File: config.mk
export PLATFORM = sky130hd
export DESIGN_NAME = load_store_buffer
export DESIGN_NICKNAME = d
export VERILOG_FILES = /design/src/rtl/load_store_buffer_pkg.sv /design/src/rtl/load_store_buffer_load_ext.sv /design/src/rtl/load_store_buffer.sv
export SDC_FILE = /design/constraint.sdc
export NUM_CORES = 2
export LEC_CHECK = 0
export BUFFER_PORTS_ARGS = -buffer_cell sky130_fd_sc_hd__buf_2
export CAP_MARGIN = 15
export CELL_PAD_IN_SITES_DETAIL_PLACEMENT = 0
export CELL_PAD_IN_SITES_GLOBAL_PLACEMENT = 2
export CORE_MARGIN = 3
export CORE_UTILIZATION = 45
export DETAILED_ROUTE_END_ITERATION = 12
export PLACE_DENSITY_LB_ADDON = 0.08
export SYNTH_ARGS = -nofsm -noshare
export SYNTH_HDL_FRONTEND = slang
export SYNTH_SLANG_ARGS = --single-unit
File: constraint.sdc
create_clock -name clk -period 90.2 [get_ports clk]
set_input_delay 0 -clock clk [delete_from_list [all_inputs] [get_ports clk]]
set_output_delay 0 -clock clk [all_outputs]
set_load 0.005 [all_outputs]
File: src/rtl/load_store_buffer_pkg.sv
// Shared constants for the load/store buffer: default sizing, funct3 codes, FSM states.
package load_store_buffer_pkg;

  localparam int LSB_SIZE     = 8;
  localparam int LSB_ID_WIDTH = $clog2(LSB_SIZE);

  // funct3 encodings for loads and stores
  localparam logic [2:0] LB  = 3'b000;
  localparam logic [2:0] LH  = 3'b001;
  localparam logic [2:0] LW  = 3'b010;
  localparam logic [2:0] LBU = 3'b100;
  localparam logic [2:0] LHU = 3'b101;
  localparam logic [2:0] SB  = 3'b000;
  localparam logic [2:0] SH  = 3'b001;
  localparam logic [2:0] SW  = 3'b010;

  // Memory access sequencer: DRAIN swallows a flushed load still in flight
  typedef enum logic [1:0] {
    ST_IDLE  = 2'd0,
    ST_WAIT  = 2'd1,
    ST_DRAIN = 2'd2
  } lsb_state_e;

endpackage

File: src/rtl/load_store_buffer_load_ext.sv
// lsb_load_ext: extends raw memory data to a full register value according to funct3.
module lsb_load_ext
  import load_store_buffer_pkg::*;
#(
  parameter int W = 32
) (
  input  logic [2:0]   funct3,
  input  logic [W-1:0] raw,
  output logic [W-1:0] ext
);

  // B/H sign-extend, BU/HU zero-extend, W passes through
  always_comb begin
    ext = raw;
    case (funct3)
      LB:      ext = {{(W-8){raw[7]}}, raw[7:0]};
      LH:      ext = {{(W-16){raw[15]}}, raw[15:0]};
      LBU:     ext = {{(W-8){1'b0}}, raw[7:0]};
      LHU:     ext = {{(W-16){1'b0}}, raw[15:0]};
      LW:      ext = raw;
      default: ext = raw;
    endcase
  end

endmodule

File: src/rtl/load_store_buffer.sv
// load_store_buffer: in-order queue of memory ops. Operands are captured at issue and
// completed by CDB snooping; the oldest entry is sent to memory, one access at a time.
// Stores go out only after ROB commit. Optional macro LSB_IO_ORDER_EN holds IO-space
// loads (addr[17:16]==2'b11) until they are the oldest op in the ROB.
module load_store_buffer
  import load_store_buffer_pkg::*;
#(
  parameter int LSB_SIZE   = load_store_buffer_pkg::LSB_SIZE,
  parameter int ID_WIDTH   = 4,
  parameter int ADDR_WIDTH = 32,
  parameter int VAL_WIDTH  = 32
) (
  input  logic                  clk,
  input  logic                  rst_in,
  input  logic                  rdy_in,
  input  logic                  flush,
  input  logic                  issue_valid,
  input  logic                  issue_store,
  input  logic [2:0]            issue_funct3,
  input  logic [ID_WIDTH-1:0]   issue_rob_id,
  input  logic [31:0]           issue_imm,
  input  logic                  base_rdy,
  input  logic [ID_WIDTH-1:0]   base_lab,
  input  logic [VAL_WIDTH-1:0]  base_val,
  input  logic                  data_rdy,
  input  logic [ID_WIDTH-1:0]   data_lab,
  input  logic [VAL_WIDTH-1:0]  data_val,
  input  logic                  cdb_valid,
  input  logic [ID_WIDTH-1:0]   cdb_lab,
  input  logic [VAL_WIDTH-1:0]  cdb_val,
  input  logic                  commit_valid,
  input  logic [ID_WIDTH-1:0]   rob2lsb_lab,
  input  logic [ID_WIDTH-1:0]   rob_head_id,
  output logic                  lsb_full,
  output logic                  mem_req,
  output logic                  mem_wr,
  output logic [ADDR_WIDTH-1:0] mem_addr,
  output logic [1:0]            mem_len,
  output logic [VAL_WIDTH-1:0]  mem_wdata,
  input  logic                  mem_done,
  input  logic [VAL_WIDTH-1:0]  mem_rdata,
  output logic                  ld_valid,
  output logic [ID_WIDTH-1:0]   ld_lab,
  output logic [VAL_WIDTH-1:0]  ld_val
);

  localparam int PTR_W = $clog2(LSB_SIZE);
  localparam int CNT_W = PTR_W + 1;

  logic [LSB_SIZE-1:0]                vld_q, vld_d, st_q, st_d, cmt_q, cmt_d;
  logic [LSB_SIZE-1:0]                brdy_q, brdy_d, drdy_q, drdy_d;
  logic [LSB_SIZE-1:0][2:0]           f3_q, f3_d;
  logic [LSB_SIZE-1:0][ID_WIDTH-1:0]  rid_q, rid_d, blab_q, blab_d, dlab_q, dlab_d;
  logic [LSB_SIZE-1:0][31:0]          imm_q, imm_d;
  logic [LSB_SIZE-1:0][VAL_WIDTH-1:0] bval_q, bval_d, dval_q, dval_d;
  logic [PTR_W-1:0]                   head_q, head_d, tail_q, tail_d;
  logic [CNT_W-1:0]                   count_q, count_d, ccnt_q, ccnt_d;
  lsb_state_e                         state_q, state_d;
  logic                               mem_req_q, mem_req_d, mem_wr_q, mem_wr_d;
  logic [ADDR_WIDTH-1:0]              mem_addr_q, mem_addr_d;
  logic [1:0]                         mem_len_q, mem_len_d;
  logic [VAL_WIDTH-1:0]               mem_wdata_q, mem_wdata_d;
  logic                               ld_valid_q, ld_valid_d;
  logic [ID_WIDTH-1:0]                ld_lab_q, ld_lab_d;
  logic [VAL_WIDTH-1:0]               ld_val_q, ld_val_d;

  logic                 enq, deq, can_start, io_ok;
  logic [VAL_WIDTH-1:0] head_addr, ext_val;

  assign lsb_full  = (count_q == CNT_W'(LSB_SIZE));
  assign head_addr = bval_q[head_q] + imm_q[head_q];

`ifdef LSB_IO_ORDER_EN
  assign io_ok = st_q[head_q] || (head_addr[17:16] != 2'b11) || (rob_head_id == rid_q[head_q]);
`else
  assign io_ok = 1'b1;
  logic unused_rob_head;
  assign unused_rob_head = ^rob_head_id;
`endif

  assign can_start = vld_q[head_q] && brdy_q[head_q] && io_ok &&
                     (!st_q[head_q] || (drdy_q[head_q] && cmt_q[head_q]));

  lsb_load_ext #(.W(VAL_WIDTH)) u_ext (
    .funct3 (f3_q[head_q]),
    .raw    (mem_rdata),
    .ext    (ext_val)
  );

  // Next state: snoop, commit, memory FSM, dequeue, enqueue, then flush overrides
  always_comb begin
    vld_d = vld_q; st_d = st_q; cmt_d = cmt_q; f3_d = f3_q; rid_d = rid_q; imm_d = imm_q;
    brdy_d = brdy_q; blab_d = blab_q; bval_d = bval_q;
    drdy_d = drdy_q; dlab_d = dlab_q; dval_d = dval_q;
    head_d = head_q; tail_d = tail_q; count_d = count_q; ccnt_d = ccnt_q; state_d = state_q;
    mem_req_d = mem_req_q; mem_wr_d = mem_wr_q; mem_addr_d = mem_addr_q;
    mem_len_d = mem_len_q; mem_wdata_d = mem_wdata_q;
    ld_valid_d = ld_valid_q; ld_lab_d = ld_lab_q; ld_val_d = ld_val_q;
    enq = 1'b0; deq = 1'b0;
    if (rdy_in) begin
      ld_valid_d = 1'b0;
      for (int i = 0; i < LSB_SIZE; i++) begin
        if (vld_q[i] && cdb_valid) begin
          if (!brdy_q[i] && blab_q[i] == cdb_lab) begin brdy_d[i] = 1'b1; bval_d[i] = cdb_val; end
          if (!drdy_q[i] && dlab_q[i] == cdb_lab) begin drdy_d[i] = 1'b1; dval_d[i] = cdb_val; end
        end
        if (commit_valid && vld_q[i] && st_q[i] && !cmt_q[i] && rid_q[i] == rob2lsb_lab) begin
          cmt_d[i] = 1'b1;
          ccnt_d   = ccnt_q + CNT_W'(1);
        end
      end
      case (state_q)
        ST_IDLE: if (can_start && !flush && !ld_valid_q) begin
          mem_req_d   = 1'b1;
          mem_wr_d    = st_q[head_q];
          mem_addr_d  = head_addr[ADDR_WIDTH-1:0];
          mem_len_d   = f3_q[head_q][1:0];
          mem_wdata_d = st_q[head_q] ? dval_q[head_q] : '0;
          state_d     = ST_WAIT;
        end
        ST_WAIT: if (mem_done) begin
          deq = 1'b1;
          mem_req_d = 1'b0; mem_wr_d = 1'b0; mem_addr_d = '0; mem_len_d = '0; mem_wdata_d = '0;
          state_d = ST_IDLE;
          if (!st_q[head_q] && !flush) begin
            ld_valid_d = 1'b1; ld_lab_d = rid_q[head_q]; ld_val_d = ext_val;
          end
        end else if (flush && !st_q[head_q]) begin
          state_d = ST_DRAIN;
        end
        ST_DRAIN: if (mem_done) begin
          mem_req_d = 1'b0; mem_wr_d = 1'b0; mem_addr_d = '0; mem_len_d = '0; mem_wdata_d = '0;
          state_d = ST_IDLE;
        end
        default: state_d = ST_IDLE;
      endcase
      if (deq) begin
        vld_d[head_q] = 1'b0;
        cmt_d[head_q] = 1'b0;
        head_d = head_q + PTR_W'(1);
        if (st_q[head_q]) ccnt_d = ccnt_d - CNT_W'(1);
      end
      enq = issue_valid && !lsb_full;
      if (enq) begin
        vld_d[tail_q]  = 1'b1;
        st_d[tail_q]   = issue_store;
        cmt_d[tail_q]  = 1'b0;
        f3_d[tail_q]   = issue_funct3;
        rid_d[tail_q]  = issue_rob_id;
        imm_d[tail_q]  = issue_imm;
        brdy_d[tail_q] = base_rdy || (cdb_valid && cdb_lab == base_lab);
        blab_d[tail_q] = base_lab;
        bval_d[tail_q] = base_rdy ? base_val : cdb_val;
        drdy_d[tail_q] = data_rdy || (cdb_valid && cdb_lab == data_lab);
        dlab_d[tail_q] = data_lab;
        dval_d[tail_q] = data_rdy ? data_val : cdb_val;
        tail_d = tail_q + PTR_W'(1);
      end
      count_d = count_q + CNT_W'(enq) - CNT_W'(deq);
      // Committed stores sit contiguously at the head, so only they survive a flush
      if (flush) begin
        for (int i = 0; i < LSB_SIZE; i++) vld_d[i] = vld_d[i] & st_d[i] & cmt_d[i];
        tail_d  = head_d + ccnt_d[PTR_W-1:0];
        count_d = ccnt_d;
      end
    end
  end

  // State registers; reset abandons any access in flight
  always_ff @(posedge clk or posedge rst_in) begin
    if (rst_in) begin
      vld_q <= '0; st_q <= '0; cmt_q <= '0; f3_q <= '0; rid_q <= '0; imm_q <= '0;
      brdy_q <= '0; blab_q <= '0; bval_q <= '0; drdy_q <= '0; dlab_q <= '0; dval_q <= '0;
      head_q <= '0; tail_q <= '0; count_q <= '0; ccnt_q <= '0; state_q <= ST_IDLE;
      mem_req_q <= 1'b0; mem_wr_q <= 1'b0; mem_addr_q <= '0; mem_len_q <= '0; mem_wdata_q <= '0;
      ld_valid_q <= 1'b0; ld_lab_q <= '0; ld_val_q <= '0;
    end else begin
      vld_q <= vld_d; st_q <= st_d; cmt_q <= cmt_d; f3_q <= f3_d; rid_q <= rid_d; imm_q <= imm_d;
      brdy_q <= brdy_d; blab_q <= blab_d; bval_q <= bval_d;
      drdy_q <= drdy_d; dlab_q <= dlab_d; dval_q <= dval_d;
      head_q <= head_d; tail_q <= tail_d; count_q <= count_d; ccnt_q <= ccnt_d; state_q <= state_d;
      mem_req_q <= mem_req_d; mem_wr_q <= mem_wr_d; mem_addr_q <= mem_addr_d;
      mem_len_q <= mem_len_d; mem_wdata_q <= mem_wdata_d;
      ld_valid_q <= ld_valid_d; ld_lab_q <= ld_lab_d; ld_val_q <= ld_val_d;
    end
  end

  assign mem_req   = mem_req_q;
  assign mem_wr    = mem_wr_q;
  assign mem_addr  = mem_addr_q;
  assign mem_len   = mem_len_q;
  assign mem_wdata = mem_wdata_q;
  assign ld_valid  = ld_valid_q;
  assign ld_lab    = ld_lab_q;
  assign ld_val    = ld_val_q;

endmodule

==> impl_metrics.tcl <==
set metrics [dict create \
    p_leak_nw 26.5 \
    clkTransAtPathRegs_ps 60 \
    ys_types 73 \
    cts_made_buffers 117 \
    fmax_mhz 158 \
    p_clk_share_pct 21.5 \
    regToRegStartpoint "head_q[2]" \
    synth.area.top_cells "dfrtp_1, mux2_2, mux4_2" \
    design_area_um2 61600 \
    grt_pass1_wl_mm 273 \
    nNetsFinal 5291 \
    synth_edf_count 0 \
    cp-end-kind "flip-flop" \
    combinationalPowerShare_pct 43.7 \
    clockBufferDepth 3 \
    p_int_mw 1.48 \
    clock-root-buffer "clkbuf_16" \
    crit_fanout 54 \
    layout_common_cells "dfrtp_1, nor2_1, a21oi_1" \
    clk_latency_ps 700 \
    ys_seq_area_share_pct 49.8 \
    area_delta_synth_final_pct 16.9 \
    wl_per_cell_um 27.0 \
    fin_util_pct 53.4 \
    synth_nets 5000 \
    relSlewSlack_pct 19.3 \
    rsz0062_at_grt "false" \
    grt_remaining_overflow 0 \
    cts_tree "built" \
    drtAntennaViolNets 0 \
    port_buffers 299 \
    yosysWarnings 0 \
    ys_async_sr_fraction_pct 100 \
    io_pins 304 \
    holdPathStages 6 \
    dr.pass1.iters 5 \
    post-route-period-util_pct 7.03 \
    die_area_um2 121000 \
    rows 124 \
    die_h_um 348 \
    cp_data_required_time_ps 90760 \
    reg2reg_depth 14 \
    synthCells 4755 \
    ys_ff_latch 1049 \
    gp_congestion 0.781 \
    crit_type "reg2reg" \
    power.density_nw_per_um2 38.0 \
    via_per_inst 6.10 \
    worst_pin_slew_ps 1210 \
    grt_max_degree 173 \
    avgSynthCellArea_um2 11.1 \
    synth_top_area_cell "dfrtp_1" \
    final_common_cell "dfrtp_1" \
    r2r-end "mem_addr[31]" \
    synth_top_area_share_pct 49.8 \
    period_minus_slack_ps 6340 \
    vdd_ir_drop_max_mv 0.0253 \
    hold_class "in2reg" \
    crit_path_start_kind "flip-flop" \
    core_area_um2 115000 \
    fin_setup_tns_ps 0 \
    route.detailed.drc 0 \
    ff2ff_setup_slack_ps 83860 \
    detailed_place_hpwl_mm 99.7 \
    syn_area_um2 52700 \
    htree_levels 3 \
    hold_violations 0 \
    drv_slew 0 \
    p_seq_share_pct 34.8 \
    hold-path-endpoint "cmt_q[2]" \
    drive_gt1_share_pct 26.7 \
    p_switching_mw 0.859 \
    dieWidth_um 348 \
    post_cts_resized 0 \
    swShare_pct 36.7 \
    initialDrtViolationCount 3525 \
    status "finished, final reports clean" \
    synthFlopType "dfrtp_1" \
    skew_ps 25.1 \
    setup_viol 0 \
    antenna_found_initial 4 \
    maxCapViolCount 0 \
    min_from "rob2lsb_lab[2]" \
    floorplan.initialDensity_pct 45.7 \
    num_vias 40630 \
    first_global_vias 41771 \
    grt_use_total_pct 29.4 \
    cts_num_sinks 1049 \
    placed_area_um2 55100 \
    crit_arrival_ps 6900 \
    routed_wl_mm 180 \
]
-- worst max-delay path: stages, from the launching register on --
cell,delay [ps]
dfrtp_4,980
buf_4,770
buf_4,860
mux4_2,410
mux2_2,370
ha_1,320
a211oi_1,480
nor3b_2,150
o211ai_1,390
nand4_1,260
a2111oi_4,470
o311ai_1,260
a21oi_2,200
xnor2_1,170
o21ai_2,70
-- layout make-up --
type | instances | area [µm²]
Clock inverter | 35 | 438
Timing Repair Buffer | 616 | 4520
Multi-Input combinational cell | 3233 | 24700
Fill cell | 10138 | 53700
Tap cell | 1512 | 1890
Clock buffer | 179 | 3620
Inverter | 29 | 116
Antenna cell | 3 | 7.51
Sequential cell | 1049 | 26300
-- worst max path at each step --
stage | from | end | slack [ps] | cells past startpoint
2_1_floorplan | rst_in | blab_q[0] | 60670 | 1
3_3_place_gp | head_q[2] | mem_addr[31] | 83860 | 14
3_5_place_dp | head_q[2] | mem_addr[31] | 83810 | 14
4_1_cts | head_q[2] | mem_addr[31] | 83770 | 14
5_1_grt | head_q[0] | mem_addr[30] | 83570 | 15
6_report | head_q[2] | mem_addr[31] | 83860 | 14
-- synth_stat cells, types with 5 or more instances --
master,count
buf_4,5
o31ai_1,5
o21ai_0,94
inv_1,26
nor2_1,644
nand4_1,21
ha_1,44
buf_2,78
a211oi_1,8
nor2b_1,5
nand3_1,23
a21o_1,16
xor2_1,78
nand2_1,165
nor4_1,5
a31oi_1,5
mux2i_1,49
and3_1,5
dfrtp_1,1049
buf_6,9
mux4_2,211
o21bai_1,5
o22ai_1,513
a21oi_1,609
nor4b_1,5
nor3_1,42
clkbuf_1,254
o211ai_1,8
buf_1,98
a22o_1,10
nand4b_1,7
mux2_2,523
xnor2_1,66
nand2b_1,6
-- timing repair --
action,CTS,global route
buffers inserted,0,0
hold endpoints to repair,1085,0
hold buffers,237,0
-- cell families after synthesis --
group | synth area share [%]
buffers and inverters | 3.72
AND/OR/NAND/NOR | 7.55
AO/OA/AOI/OAI | 14.1
XOR/XNOR | 2.47
adder cells (fa/ha/maj) | 1.16
flip-flops | 49.8
multiplexers | 21.2
-- flip-flops by register name, indices dropped and copies added, names as in the netlist, 24 cells and up --
name and flops:
ld_val 32, mem_addr 32, f3_q 24, dval_q 256, dlab_q 32, bval_q 256, blab_q 32, imm_q 256
mem_wdata 32, rid_q 32
-- power groups by stage --
stage / Combinational [mW] / Clock, mW / Sequential, mW
after global placement: 0.992 / 0 / 0.814
after floorplan: 0.763 / 0 / 0.779
after global routing: 1.12 / 0.532 / 0.841
after detailed placement: 1.00 / 0 / 0.820
after CTS: 1.02 / 0.513 / 0.813
final: 1.02 / 0.503 / 0.814
-- metal layers --
| layer | up-vias | part of all wire, % | global-route usage [%] |
|---|---|---|---|
| met1 | 21024 | 45 | 41.6 |
| met5 | - | 0 | 0 |
| li1 | 18021 | - | - |
| met3 | 294 | 5.1 | 3.34 |
| met4 | 0 | 2.7 | 8.60 |
| met2 | 1291 | 48 | 48.2 |
-- stage by stage --
stage	instances	power [mW]	setup slack [ps]	hold slack (ps)
3_5_place_dp	6202	1.82	83810	241
5_1_grt	6654	2.49	83570	62.1
2_1_floorplan	4755	1.54	60670	133
4_1_cts	6653	2.35	83770	7.18
3_3_place_gp	6202	1.81	83860	235
6_report	6656	2.34	83860	60.2
Note: power is estimated with default switching activity, not from simulation.
